`src/rtl/fifo_param.sv`:
```
// Parametrised single-clock FIFO with programmable almost-full/almost-empty
// thresholds, overflow/underflow pulses and registered or first-word-fall-through read.
module fifo_param #(
    parameter int DATA_W    = 8,
    parameter int DEPTH     = 32,
    parameter int AF_MARGIN = 4,
    parameter int AE_MARGIN = 4,
    parameter int FWFT      = 0
) (
    input  logic                       CLK,
    input  logic                       RST,
    input  logic                       WR_EN,
    input  logic                       RD_EN,
    input  logic [DATA_W-1:0]          DATA_IN,
    output logic [DATA_W-1:0]          DATA_OUT,
    output logic [$clog2(DEPTH):0]     COUNT,
    output logic                       EF,
    output logic                       AEF,
    output logic                       FF,
    output logic                       AFF,
    output logic                       VF,
    output logic                       OF,
    output logic                       UF
);

    localparam int AW = $clog2(DEPTH);
    localparam int CW = AW + 1;

    localparam logic [CW-1:0] FULL_LVL = CW'(DEPTH);
    localparam logic [CW-1:0] AF_LVL   = CW'(DEPTH - AF_MARGIN);
    localparam logic [CW-1:0] AE_LVL   = CW'(AE_MARGIN);

    logic [DATA_W-1:0] mem [DEPTH];
    logic [AW-1:0]     wr_ptr;
    logic [AW-1:0]     rd_ptr;
    logic [CW-1:0]     count_q;
    logic [DATA_W-1:0] data_q;
    logic              vf_q;
    logic              of_q;
    logic              uf_q;
    logic              rd_ok;
    logic              wr_ok;

    // A read frees a slot in the same cycle, so a full FIFO still accepts a write alongside it.
    always_comb begin
        rd_ok = RD_EN && (count_q != '0);
        wr_ok = WR_EN && ((count_q != FULL_LVL) || rd_ok);
    end

    always_ff @(posedge CLK) begin
        if (!RST && wr_ok) begin
            mem[wr_ptr] <= DATA_IN;
        end
    end

    always_ff @(posedge CLK) begin
        if (RST) begin
            wr_ptr  <= '0;
            rd_ptr  <= '0;
            count_q <= '0;
            data_q  <= '0;
            vf_q    <= 1'b0;
            of_q    <= 1'b0;
            uf_q    <= 1'b0;
        end else begin
            if (wr_ok) begin
                wr_ptr <= wr_ptr + AW'(1);
            end
            if (rd_ok) begin
                rd_ptr <= rd_ptr + AW'(1);
                data_q <= mem[rd_ptr];
            end
            case ({wr_ok, rd_ok})
                2'b10:   count_q <= count_q + CW'(1);
                2'b01:   count_q <= count_q - CW'(1);
                default: count_q <= count_q;
            endcase
            vf_q <= rd_ok;
            of_q <= WR_EN && !wr_ok;
            uf_q <= RD_EN && !rd_ok;
        end
    end

    always_comb begin
        COUNT = count_q;
        EF    = (count_q == '0);
        AEF   = (count_q <= AE_LVL);
        FF    = (count_q == FULL_LVL);
        AFF   = (count_q >= AF_LVL);
        OF    = of_q;
        UF    = uf_q;
    end

    // In fall-through mode an empty FIFO keeps showing the last popped word rather than stale memory.
    always_comb begin
        if (FWFT != 0) begin
            VF       = !EF;
            DATA_OUT = EF ? data_q : mem[rd_ptr];
        end else begin
            VF       = vf_q;
            DATA_OUT = data_q;
        end
    end

endmodule

```
`config.mk`:
```
export PLATFORM = sky130hd
export DESIGN_NAME = fifo_param
export DESIGN_NICKNAME = d
export VERILOG_FILES = /design/src/rtl/fifo_param.sv
export SDC_FILE = /design/constraint.sdc
export NUM_CORES = 1
export LEC_CHECK = 0
export BUFFER_PORTS_ARGS = -buffer_cell sky130_fd_sc_hd__buf_4
export CORE_AREA = 2 2 178 180
export CTS_CLUSTER_DIAMETER = 100
export DETAILED_ROUTE_END_ITERATION = 8
export DIE_AREA = 0 0 180 182
export GPL_ROUTABILITY_DRIVEN = 0
export SETUP_SLACK_MARGIN = 0.2
export SYNTH_ARGS = -nofsm -noshare
export SYNTH_HDL_FRONTEND = slang
export SYNTH_SLANG_ARGS = --single-unit
```
`constraint.sdc`:
```
create_clock -name CLK -period 3.1 [get_ports CLK]
set_input_delay 0.62 -clock CLK [delete_from_list [all_inputs] [get_ports CLK]]
set_output_delay 0.62 -clock CLK [all_outputs]
set_load 0.005 [all_outputs]
```
==> metrics.txt <==
status finished clean; TritonCTS clock tree done; num ports 33; Worst Hold Endpoint rd_ptr[1]; Post-synth ARST share 0%; post-synthesis simple-gate area fraction 4.90%; Worst Skew between 0.02 and 0.025 ns; Max-Cap Viols 0; layout cells sized above 1 around a quarter; commonest non-fill, non-tap cell in the layout edfxtp_1; Mean Syn Cell Area 17.7 sq um; worst ir drop on vdd 0.000435 V; Routed WL 24300 microns; largest net degree at the start of global routing 33; Detailed Routing Iterations Pass 1 4; Primary FF master, synth edfxtp_1; CTS Hold Buffers Added 0; EDFF count, synth between 200 and 300; synthesized cell area 11300 sq um; die area 32800 sq um; First DRT Iteration DRCs 460; Reg2Reg Depth 9; total CTS buffers 29; endpoints failing setup 0; number of antenna-violating nets in the routed design 0; drt wl/cell 21.6 microns; Hold Path Depth 2; htree depth 1; worst hold start RST; die height approximately 180 microns; CP required between 3 and 4 ns; Setup WS pre-CTS 0.116 ns; Die W 180 microns; vias per inst around 5.3; Hold Worst Slack 0.412 ns; Fin Setup TNS 0 ns; HP Class in -> reg; core box area 31000 sq um; WS Path Type reg -> reg; PwrDens 723 nW/um^2; vias in the first global route between 6000 and 7000; Crit. End Element register; Register Area 8230 sq um; Port Buf Inserts 32; Rel. slew slack 46.3%; Mapped Cells 637; unrepaired setup endpoints after global routing true; Final Core Density 42.2%; total vias in the final route between 5000 and 6000; Final Hold Viols 0; fin cells 1124; Final Cycle Share 90.9%; FP Rows 65; f_max 355 MHz; CP Data Arrival Time ~3.2 ns; Setup WS post-layout 0.282 ns; XOR/XNOR Fraction of Synth Area 0.856%; compound-cell area share of the yosys netlist 5.71%; leak pwr 4.13 nW; most frequent cells in the layout edfxtp_1, nor2_1, buf_4; total clock sinks around 280; initial antenna violation count 0; global-route wire length before repair 37100 microns; GRT overflow 0; setup slack, reg-to-reg 0.28 ns; Final Max Slew Viols 0; initial core utilization 36.3%; hpwl dp 15700 microns; Clock transition at path regs approximately 0.06 ns; syn_nets 659; CTS root buffer clkbuf_16; mux share of post-synthesis cell area 12.7%; Area Overhead vs Synth 16.1%; Post-CTS Setup Inserts 0; DP Cell Count 1070; multi-input logic area ~2900 sq um; Worst Tran Pin Value about 0.80 ns; crit path max fanout 6; # diodes 0; later-pin clock latency in the skew report 0.55 ns; # fillers 2704; Global Route Usage Sum between 10% and 20%; RR Endpoint COUNT[5]; main combinational cell family by area after synthesis multiplexers; Seq cells post-synth 283; fin crit period approximately 2.8 ns; r2r startpoint COUNT[3]; Synth Warn # 0; Longest Clk Path Bufs 3; adder-cell share of the synthesized area approximately 1.2%; Startpoint Class register; Final #Nets 721; Seq/Total Area, Yosys 73.1%; DRC 0; synth unique cells 51
cell type report:
type,count,area share (%)
Clock buffer,40,6.09
Clock inverter,14,0.966
Inverter,7,0.201
Multi-Input combinational cell,312,22.0
Sequential cell,283,63.0
Tap cell,402,3.85
Timing Repair Buffer,66,3.98
Yosys cell counts, drive strengths merged, types with 3 or more instances:
cell / instances / area, sq um
clkbuf: 22 / 82.6
edfxtp: 256 / 7690
a2111oi: 3 / 32.5
nor2: 67 / 251
a21oi: 5 / 25.0
o21a: 3 / 22.5
mux2i: 47 / 470
a32o: 6 / 60.1
mux2: 3 / 33.8
buf: 13 / 71.3
mux4: 41 / 923
inv: 7 / 26.3
a211oi: 9 / 67.6
o21ai: 8 / 40.0
nand3b: 5 / 37.5
nand4: 4 / 25.0
xnor2: 5 / 43.8
or3b: 5 / 43.8
nand2: 18 / 67.6
nor2b: 3 / 18.8
o2111ai: 6 / 52.6
ha: 9 / 113
nand3: 4 / 20.0
dfxtp: 27 / 541
a22oi: 12 / 90.1
nor3: 4 / 20.0
xor2: 6 / 52.6
o22ai: 14 / 87.6
a22o: 3 / 26.3
registers in the layout, summed over array words and instances (netlist names):
register	flops
VF	1
OF	1
rd_ptr	5
DATA_OUT	8
UF	1
mem	256
COUNT	6
wr_ptr	5
cell families after synthesis:
logic type | after synthesis
buf+inv | 42
mux | 91
flops | 283
fa+ha+maj | 10
xor+xnor | 11
simple gates | 119
compound gates | 81
how the worst max path moves through the flow:
stage / start / end / slack (ns) / depth (start not counted)
after floorplan: COUNT[3] / COUNT[5] / 0.22 / 10
after global placement: COUNT[3] / COUNT[5] / 0.24 / 9
after detailed placement: COUNT[3] / COUNT[5] / 0.12 / 9
after CTS: COUNT[3] / COUNT[5] / 0.22 / 9
after global routing: COUNT[3] / COUNT[5] / 0.16 / 9
final: COUNT[3] / COUNT[5] / 0.28 / 9
metrics by stage:
step | power (mW) | instance area, sq um
global route | 9.83 | 13100
detailed placement | 6.20 | 12100
CTS | 9.54 | 13100
finish | 9.45 | 13100
global placement | 6.15 | 12100
floorplan | 5.57 | 11300
critical path: stages (launching register included):
cell and delay [ns]:
dfxtp_1 0.37, or4_4 0.58, o31ai_4 0.22, nor2_2 0.11, ha_1 0.33, a211oi_2 0.23
o21bai_1 0.14, a21o_1 0.19, a31oi_1 0.19, mux2_2 0.35
metal layers:
layer | GRT usage (%) | wire (microns) | vias up
met5 | 0 | 0 | -
met4 | 4.98 | 668 | 0
met3 | 2.27 | 1350 | 40
met2 | 25.3 | 12100 | 186
met1 | 19.3 | 10200 | 3101
li1 | - | - | 2669
report_power, final:
| part | switching, mW | total [mW] | leakage, nW | internal (mW) |
|---|---|---|---|---|
| sequential | 0.208 | 4.48 | 2.52 | 4.27 |
| clock | 1.37 | 3.33 | 0.454 | 1.96 |
| combinational | 0.837 | 1.64 | 1.15 | 0.807 |
| total | 2.41 | 9.45 | 4.13 | 7.04 |
what timing repair did:
action | CTS | global route
pin swaps | 0 | 2
setup endpoints to repair | 1 | 10
resized for setup | 3 | 3
No activity file was read; power rests on OpenSTA's default activity.
